[config.mk]
export PLATFORM = sky130hd
export DESIGN_NAME = scr_loader
export DESIGN_NICKNAME = d
export VERILOG_FILES = /design/src/rtl/scr_loader.sv
export SDC_FILE = /design/constraint.sdc
export NUM_CORES = 1
export LEC_CHECK = 0
export BUFFER_PORTS_ARGS = -buffer_cell sky130_fd_sc_hd__buf_2
export CORE_ASPECT_RATIO = 1.1
export CORE_UTILIZATION = 63
export DETAILED_ROUTE_END_ITERATION = 8
export PLACE_DENSITY = 0.83
export SYNTH_ARGS = -nofsm -noshare
export SYNTH_HDL_FRONTEND = slang
export SYNTH_SLANG_ARGS = --single-unit
[constraint.sdc]
create_clock -name clk_sys -period 5.3 [get_ports clk_sys]
set_clock_uncertainty 0.15 [all_clocks]
set_input_delay 0.265 -clock clk_sys [delete_from_list [all_inputs] [get_ports clk_sys]]
set_output_delay 0.265 -clock clk_sys [all_outputs]
set_load 0.01 [all_outputs]
[src/rtl/scr_loader.sv]
// Screen-image loader: maps an incoming byte stream onto VRAM / ULA+ palette /
// Timex mode writes, buffering through a small FIFO so VRAM writes use free slots only.
module scr_loader #(
    parameter int FIFO_DEPTH = 4
) (
    input  logic        clk_sys,
    input  logic        reset_n,
    input  logic        start,
    input  logic        abort,
    input  logic [1:0]  fmt,
    input  logic        page,
    input  logic [7:0]  s_data,
    input  logic        s_valid,
    input  logic        s_last,
    output logic        s_ready,
    input  logic        vram_slot,
    output logic        vram_we,
    output logic [14:0] vram_waddr,
    output logic [7:0]  vram_wdata,
    output logic        pal_we,
    output logic [5:0]  pal_addr,
    output logic [7:0]  pal_data,
    output logic        tmx_we,
    output logic [7:0]  tmx_data,
    output logic        busy,
    output logic        done,
    output logic        err
);
    localparam int AW = $clog2(FIFO_DEPTH);
    localparam logic [AW:0] FULL_CNT = (AW+1)'(FIFO_DEPTH);
    localparam logic [1:0] T_VRAM = 2'd0;
    localparam logic [1:0] T_PAL  = 2'd1;
    localparam logic [1:0] T_TMX  = 2'd2;

    typedef enum logic [1:0] {IDLE, LOAD, DRAIN, ERR} state_t;
    state_t state, state_nx;

    logic [1:0]    fmt_q;
    logic          page_q;
    logic [13:0]   byte_cnt;
    logic [13:0]   last_idx;
    logic [12:0]   hi_off;
    logic [1:0]    push_type;
    logic [14:0]   push_addr;
    logic [24:0]   mem [FIFO_DEPTH];
    logic [24:0]   head;
    logic [1:0]    head_type;
    logic [AW-1:0] wr_ptr, rd_ptr;
    logic [AW:0]   count;
    logic          full, empty, pop, push, start_go, done_nx;

    assign full      = (count == FULL_CNT);
    assign empty     = (count == '0);
    assign head      = mem[rd_ptr];
    assign head_type = head[24:23];
    assign pop       = !empty && !abort && (head_type != T_VRAM || vram_slot);
    // A certain pop this cycle frees a slot, so a full FIFO can still accept.
    assign s_ready   = (state == LOAD) && (!full || pop);
    assign push      = s_valid && s_ready;
    assign busy      = (state == LOAD) || (state == DRAIN);
    assign start_go  = (state == IDLE) && start && !abort;
    assign hi_off    = byte_cnt[12:0] - 13'd6144;

    always_comb begin
        last_idx = 14'd6911;
        case (fmt_q)
            2'd0: last_idx = 14'd6911;
            2'd1: last_idx = 14'd6975;
            2'd2: last_idx = 14'd12287;
            2'd3: last_idx = 14'd12288;
            default: last_idx = 14'd6911;
        endcase
    end

    // 6912 is a multiple of 64, so the palette index is simply the low 6 count bits.
    always_comb begin
        push_type = T_VRAM;
        push_addr = {page_q, 1'b0, byte_cnt[12:0]};
        if (!fmt_q[1]) begin
            if (byte_cnt >= 14'd6912) begin
                push_type = T_PAL;
                push_addr = {9'd0, byte_cnt[5:0]};
            end
        end else if (byte_cnt >= 14'd12288) begin
            push_type = T_TMX;
            push_addr = '0;
        end else if (byte_cnt >= 14'd6144) begin
            push_addr = {page_q, 1'b1, hi_off};
        end
    end

    always_comb begin
        state_nx = state;
        done_nx  = 1'b0;
        case (state)
            IDLE:  if (start) state_nx = LOAD;
            LOAD:  if (push && (s_last || byte_cnt == last_idx))
                       state_nx = (s_last && byte_cnt == last_idx) ? DRAIN : ERR;
            DRAIN: if (empty) begin
                       state_nx = IDLE;
                       done_nx  = 1'b1;
                   end
            ERR:   if (empty) state_nx = IDLE;
            default: state_nx = IDLE;
        endcase
        if (abort) begin
            state_nx = IDLE;
            done_nx  = 1'b0;
        end
    end

    always_ff @(posedge clk_sys) begin
        if (push) mem[wr_ptr] <= {push_type, push_addr, s_data};
    end

    always_ff @(posedge clk_sys) begin
        if (!reset_n) begin
            state      <= IDLE;
            fmt_q      <= '0;
            page_q     <= 1'b0;
            byte_cnt   <= '0;
            wr_ptr     <= '0;
            rd_ptr     <= '0;
            count      <= '0;
            vram_we    <= 1'b0;
            vram_waddr <= '0;
            vram_wdata <= '0;
            pal_we     <= 1'b0;
            pal_addr   <= '0;
            pal_data   <= '0;
            tmx_we     <= 1'b0;
            tmx_data   <= '0;
            done       <= 1'b0;
            err        <= 1'b0;
        end else begin
            state   <= state_nx;
            done    <= done_nx;
            vram_we <= pop && (head_type == T_VRAM);
            pal_we  <= pop && (head_type == T_PAL);
            tmx_we  <= pop && (head_type == T_TMX);
            if (pop && head_type == T_VRAM) begin
                vram_waddr <= head[22:8];
                vram_wdata <= head[7:0];
            end
            if (pop && head_type == T_PAL) begin
                pal_addr <= head[13:8];
                pal_data <= head[7:0];
            end
            if (pop && head_type == T_TMX) tmx_data <= head[7:0];
            if (start_go) begin
                fmt_q    <= fmt;
                page_q   <= page;
                byte_cnt <= '0;
            end else if (push) begin
                byte_cnt <= byte_cnt + 14'd1;
            end
            if (state_nx == ERR)  err <= 1'b1;
            else if (start_go)    err <= 1'b0;
            if (abort) begin
                wr_ptr <= '0;
                rd_ptr <= '0;
                count  <= '0;
            end else begin
                if (push) wr_ptr <= wr_ptr + 1'b1;
                if (pop)  rd_ptr <= rd_ptr + 1'b1;
                count <= count + {{AW{1'b0}}, push} - {{AW{1'b0}}, pop};
            end
        end
    end
endmodule

==> impl_summary.log, run 1 <==
[metrics] buffers inserted by post-CTS timing repair: 0
[metrics] wire length per cell: 19.3 um
[metrics] number of different library cells in the post-synthesis netlist: 51
[metrics] Synth area leader: edfxtp_1
[metrics] number of DRC markers after the initial detailed-route iteration: 315
[metrics] Tightest Pin Transition: 1.30 ns
[metrics] clock latency at the later pin of the worst-skew pair: 0.42 ns
[metrics] crit end category: flip-flop
[metrics] number of nets at the end of the flow: 665
[metrics] Syn Nets: 586
[metrics] hold buffer count at CTS: 11
[metrics] number of antenna violations at the first check in global routing: 0
[metrics] width of the die: 105 um
[metrics] clk root buf: clkbuf_16
[metrics] placer congestion estimate: 0.873
[metrics] core area: 0.0111 mm2
[metrics] Via Count: 4,627
[metrics] Port Buffers: 69
[metrics] Total Die Area: 0.0120 mm2
[metrics] final number of hold-violating endpoints: 0
[metrics] unrepaired setup endpoints after global routing: false
[metrics] final wirelength: 15,300 um
[metrics] Lkg Pwr: 3.01 nW
[metrics] drt via density: 5.86
[metrics] Reg clk slew, reported paths: 0.06 ns
[metrics] WP data arrival: 3.31 ns
[metrics] ant diodes: 0
[metrics] Top FF cell, synth: edfxtp_1
[metrics] number of synthesized flops with an enable pin: 100
[metrics] initial core utilization: 0.658
[metrics] achievable clock frequency: 291 MHz
[metrics] cell row count: 40
[metrics] WS Path Type: reg2reg
[metrics] final critical delay including setup and external delays: 3.44 ns
[metrics] worst hold margin: 0.0692 ns
[metrics] status: finished, final reports clean
[metrics] pin count of the biggest net entering global routing: 55
[metrics] Top-Level Pins: 70
[metrics] DRC violation count after routing: 0
[metrics] data required time of the worst path: 5.18 ns
[metrics] Final ANT Viol Nets: 0
[metrics] R2R setup slack: 1.86 ns
[metrics] global-route wire length before repair: 23,800 um
[metrics] worst ir drop on vdd: 0.263 mV
[metrics] power per cell area: 328 mW/mm2
[metrics] gate count of the mapped netlist: 551
[metrics] post-cts sizing count: 0
[metrics] final design area excluding fillers: 0.00848 mm2
[metrics] fraction of final layout cells sized beyond drive strength 1: 0.210
[metrics] Vert. Die Dim: 115 um
[metrics] utilization after layout: 0.764
[metrics] final count of negative-setup-slack endpoints: 0
[metrics] final worst-path cycle share: 0.649
[metrics] biggest fanout along the worst timing path: 28
[metrics] number of synthesized register bits: 178
[metrics] via count of the first global-routing pass: 4,614
[metrics] clock sink count: 178
[metrics] number of optimization iterations in the first detailed-route pass: 5
[metrics] max-slew violation count: 0
[metrics] share of synthesized area occupied by flip-flops and latches: 0.624
[metrics] leading post-synthesis cells by cell area: edfxtp_1 41%, dfxtp_1 21%, mux4_2 8.0%, nand2_1 3.2%, mux2i_1 3.0%
[metrics] count of H-tree levels built during CTS: 4
[metrics] sum of net half-perimeters after detailed placement: 9220 um
[metrics] fraction of post-synthesis cell area in the top cell type by area: 0.411
[metrics] Yosys warnings: 0
[metrics] min-delay worst type: in2reg
[metrics] Tot GR Track Use: 0.266
[metrics] async set or reset register ratio after synthesis: 0
[metrics] Bufs on Longest Clock Path: 2
[metrics] startpoint types: flip-flop
[metrics] global route overflow: 0
[metrics] placed inst area: 0.00777 mm2
[metrics] mapped cell area: 0.00731 mm2
[metrics] sum of negative setup slack: 0 ns
[metrics] Layout Area Growth over Synthesis: 16.1%
[metrics] synthesized area per cell: 13.3 um2
[metrics] number of max-cap violations: 0
[metrics] Slew HR: 0.132
[metrics] number of buffers created by CTS: 17
[metrics] TritonCTS clock tree: yes
-- report_power, final --
group / switching, W / internal, W
clock: 0.000504 / 0.000739
sequential: 0.00000542 / 0.00146
combinational: 0.0000415 / 0.0000332
-- worst max-delay path, stage by stage, from the launching register on --
cell	delay (ns)
dfxtp_2	0.32
buf_4	0.44
mux4_2	0.34
a41o_1	0.68
and2_1	1.10
-- sequential cells by signal, summed over array words and instances (netlist names), named ones only --
signal and cells:
mem 100, vram_waddr 15, byte_cnt 14, pal_data 8, tmx_data 8, vram_wdata 8
pal_addr 6, count 3, fmt_q 2, rd_ptr 2, state 2, wr_ptr 2
done 1, err 1, page_q 1, pal_we 1, tmx_we 1, vram_we 1
-- cells by family after synthesis --
family	count (synthesis)	share of synthesized area
multiplexers	49	0.112
flip-flops	178	0.624
AND/OR/NAND/NOR	183	0.125
XOR/XNOR	21	0.0252
buffers and inverters	45	0.0252
AO/OA/AOI/OAI	58	0.0579
adder cells (fa/ha/maj)	17	0.0301
-- cell usage after synthesis, types with 3 or more instances --
master and count:
mux2i_1 22, nand3_1 9, o21ai_0 3, or2_1 3, a21oi_1 8, nor3_1 7, nand4_1 7, edfxtp_1 100
ha_1 16, nand2_1 63, o32ai_1 3, o21bai_1 3, mux4_2 26, a21boi_0 20, xor2_1 12, buf_2 9
dfxtp_1 78, nor2b_1 23, xnor2_1 9, nand3b_1 4, and3_1 4, nor2_1 31, and2_1 19, clkbuf_1 14
inv_1 21, a21boi_1 6
-- metal layers --
metal | global-route usage | vias up | share of wire
met3 | 0.0544 | 20 | 0.058
met2 | 0.477 | 198 | 0.52
met4 | 0.101 | 0 | 0.012
met1 | 0.318 | 2281 | 0.41
met5 | 0 | - | 0
li1 | - | 2128 | -
-- final cells by class --
type / count / area (um2)
tap: 147 / 184
clock inverter: 5 / 35.0
inverter: 21 / 78.8
clock buffer: 27 / 568
sequential: 178 / 4570
multi-input combinational: 328 / 2570
fill: 690 / 2630
timing repair buffer: 84 / 485
-- metrics by stage --
step / power, W / instances / worst slack [ns]
3_3_place_gp: 0.00156 / 747 / 1.96
4_1_cts: 0.00279 / 790 / 1.77
2_1_floorplan: 0.00153 / 551 / 2.43
5_1_grt: 0.00285 / 790 / 1.55
3_5_place_dp: 0.00156 / 747 / 1.85
6_report: 0.00278 / 790 / 1.86
-- cell usage in the layout, fill, tap and decap left out, types with 11 or more instances in the layout --
cell	instances
and2_1	19
nor2b_1	23
inv_1	21
mux2i_1	22
xor2_1	12
nand2_1	63
dlygate4sd3_1	11
ha_1	16
a21boi_0	20
nor2_1	31
edfxtp_1	100
mux4_2	26
buf_2	69
clkbuf_16	21
dfxtp_1	77
-- path summary, 6_finish.rpt --
check / to / from / cells after the start
hold reg to reg: vram_wdata[6]$_SDFFE_PN0P_ / vram_wdata[6]$_SDFFE_PN0P_ / 2
hold / removal: state[0]$_SDFF_PN0_ / start / 3
setup / recovery: mem[0][1]$_DFFE_PP_ / flip-flop / 4
setup reg to reg: mem[0][1]$_DFFE_PP_ / flip-flop / 4
(Power assumes the default switching activity.)
==> run 2: changes to the inputs <==
--- a/config.mk
+++ b/config.mk
@@ -7,9 +7,9 @@
 export LEC_CHECK = 0
 export BUFFER_PORTS_ARGS = -buffer_cell sky130_fd_sc_hd__buf_2
 export CORE_ASPECT_RATIO = 1.1
-export CORE_UTILIZATION = 63
+export CORE_UTILIZATION = 59
 export DETAILED_ROUTE_END_ITERATION = 8
-export PLACE_DENSITY = 0.83
+export PLACE_DENSITY = 0.78
 export SYNTH_ARGS = -nofsm -noshare
 export SYNTH_HDL_FRONTEND = slang
 export SYNTH_SLANG_ARGS = --single-unit
==> constraint.sdc (replaced) <==
create_clock -name clk_sys -period 3.6 [get_ports clk_sys]
set_clock_uncertainty 0.15 [all_clocks]
set_input_delay 0.18 -clock clk_sys [delete_from_list [all_inputs] [get_ports clk_sys]]
set_output_delay 0.18 -clock clk_sys [all_outputs]
set_load 0.01 [all_outputs]
==> run 2 against run 1 <==
Against the previous run: utilization shrank 5.3 points; critical path type unchanged; critical endpoint is now count[2]$_SDFF_PP0_; non-clock buffer count grew 10; flip-flop and latch count is the same; die area grew 6.7%; combinational power grew 50%; largest power group unchanged; wire length shrank 9.1%; setup slack lost 1.3 ns; sequential share of layout area shrank 0.39 points.
==> impl_summary.log, run 2 (synthesized netlist as in run 1, its figures left out) <==
[metrics] ant diodes: 0
[metrics] Top-Level Pins: 70
[metrics] DRC violation count after routing: 0
[metrics] most frequent cells in the layout: 100 x edfxtp_1, 77 x dfxtp_1, 69 x buf_2
[metrics] FF-to-FF path depth: 11
[metrics] wire length per cell: 17.2 um
[metrics] unrepaired setup endpoints after global routing: false
[metrics] Via Count: 4,530
[metrics] Final ANT Viol Nets: 0
[metrics] Vert. Die Dim: 119 um
[metrics] register with the most flip-flops: mem
[metrics] Total Die Area: 0.0128 mm2
[metrics] max-slew violation count: 0
[metrics] startpoint types: flip-flop
[metrics] clock sink count: 178
[metrics] final count of negative-setup-slack endpoints: 0
[metrics] sum of negative setup slack: 0 ns
[metrics] placer congestion estimate: 0.825
[metrics] Tightest Pin Transition: 0.799 ns
[metrics] data required time of the worst path: 3.76 ns
[metrics] worst ir drop on vdd: 0.349 mV
[metrics] number of antenna violations at the first check in global routing: 0
[metrics] critical hold path startpoint: abort
[metrics] achievable clock frequency: 326 MHz
[metrics] initial core utilization: 0.607
[metrics] cell row count: 42
[metrics] count of H-tree levels built during CTS: 4
[metrics] Largest register FFs: 100
[metrics] WP data arrival: 3.23 ns
[metrics] global route overflow: 0
[metrics] Reg clk slew, reported paths: 0.06 ns
[metrics] pre-CTS setup slack: 0.539 ns
[metrics] crit end category: flip-flop
[metrics] global-route wire length before repair: 22,800 um
[metrics] via count of the first global-routing pass: 4,533
[metrics] clk root buf: clkbuf_16
[metrics] final number of hold-violating endpoints: 0
[metrics] sum of net half-perimeters after detailed placement: 9010 um
[metrics] final critical delay including setup and external delays: 3.07 ns
[metrics] Lkg Pwr: 3.05 nW
[metrics] min-delay worst type: in2reg
[metrics] most common cell after layout, fill and taps aside: edfxtp_1
[metrics] TritonCTS clock tree: yes
[metrics] Tot GR Track Use: 0.239
[metrics] number of max-cap violations: 0
[metrics] largest registers ranked by flip-flop count: mem (100), vram_waddr (15), byte_cnt (14)
[metrics] number of optimization iterations in the first detailed-route pass: 4
[metrics] worst hold path endpoint: fmt_q[0]$_SDFFE_PN0P_
[metrics] number of nets at the end of the flow: 675
[metrics] buffers inserted by post-CTS timing repair: 0
[metrics] Bufs on Longest Clock Path: 2
[metrics] pin count of the biggest net entering global routing: 55
[metrics] core area: 0.0120 mm2
[metrics] final wirelength: 13,900 um
[metrics] clock latency at the later pin of the worst-skew pair: 0.43 ns
[metrics] width of the die: 108 um
[metrics] power per cell area: 476 mW/mm2
[metrics] R2R setup slack: 0.53 ns
[metrics] post-cts sizing count: 0
[metrics] final worst-path cycle share: 0.853
[metrics] number of DRC markers after the initial detailed-route iteration: 476
[metrics] fraction of final layout cells sized beyond drive strength 1: 0.219
[metrics] R2R Path Start: mem[0][23]$_DFFE_PP_
[metrics] WS Path Type: reg2reg
[metrics] hold buffer count at CTS: 13
[metrics] status: finished, final reports clean
[metrics] biggest fanout along the worst timing path: 3
[metrics] Hold Path Cell Cnt: 3
[metrics] Layout Area Growth over Synthesis: 16.9%
[metrics] smallest setup slack after layout: 0.528 ns
[metrics] Port Buffers: 69
[metrics] worst reg2reg path endpoint: count[2]$_SDFF_PP0_
[metrics] Slew HR: 0.467
[metrics] number of buffers created by CTS: 17
[metrics] drt via density: 5.61
-- run 2: changes by cell type in the layout (fill, tap and decap cells not counted), sizes merged --
| cell | before | now |
|---|---|---|
| clkbuf | 27 | 20 |
| bufinv | 0 | 3 |
| dlygate4sd3 | 11 | 13 |
| buf | 73 | 81 |
| clkinv | 4 | 8 |
-- run 2: worst max path at each step --
stage                          from             endpoint  slack (ns)  cells after the start
2_1_floorplan  mem[3][23]$_DFFE_PP_  count[2]$_SDFF_PP0_        0.73                     12
3_3_place_gp   mem[0][23]$_DFFE_PP_  count[2]$_SDFF_PP0_        0.68                     11
3_5_place_dp   mem[0][24]$_DFFE_PP_  count[2]$_SDFF_PP0_        0.54                     11
4_1_cts        mem[0][23]$_DFFE_PP_  count[2]$_SDFF_PP0_        0.54                     11
5_1_grt        mem[1][23]$_DFFE_PP_  count[2]$_SDFF_PP0_        0.34                     11
6_report       mem[0][23]$_DFFE_PP_  count[2]$_SDFF_PP0_        0.53                     11
-- run 2: critical path, cell delays in order, from the launching register on --
cell and delay [ns]:
edfxtp_1 0.41, or2_1 0.25, mux4_2 0.50, o21ai_1 0.25, inv_1 0.13, ha_1 0.30, inv_1 0.04, ha_1 0.18
fa_1 0.39, xnor2_1 0.18, xnor2_1 0.13, nor2_1 0.05
-- run 2: area by class of cell --
type,instances,area (um2)
clock buffers,20,437
inverters,21,78.8
flip-flops and latches,178,4570
multi-input cells,328,2570
fillers,798,3490
well taps,154,193
repair buffers,94,566
clock inverters,12,140
-- run 2: through the flow --
step,std cells,util,hold slack [ns],area (um2),total power (W)
finish,807,0.710,0.0466,8550,0.00407
global route,807,0.710,0.0631,8550,0.00420
CTS,807,0.710,0.0387,8550,0.00409
detailed placement,762,0.651,0.250,7840,0.00230
global placement,762,0.651,0.242,7840,0.00229
floorplan,551,-,0.129,7310,0.00226
-- run 2: power breakdown --
part | internal [W] | total (W) | switching, W
Sequential | 0.00214 | 0.00215 | 0.00000737
Clock | 0.00108 | 0.00181 | 0.000725
Combinational | 0.0000523 | 0.000112 | 0.0000596
-- run 2: per-layer routing --
layer / track usage / share of wire / up-vias / wire, um
li1: - / - / 2151 / -
met1: 0.310 / 0.44 / 2217 / 6080
met2: 0.387 / 0.49 / 140 / 6810
met3: 0.0491 / 0.052 / 22 / 727
met4: 0.104 / 0.019 / 0 / 264
met5: 0 / 0 / - / 0
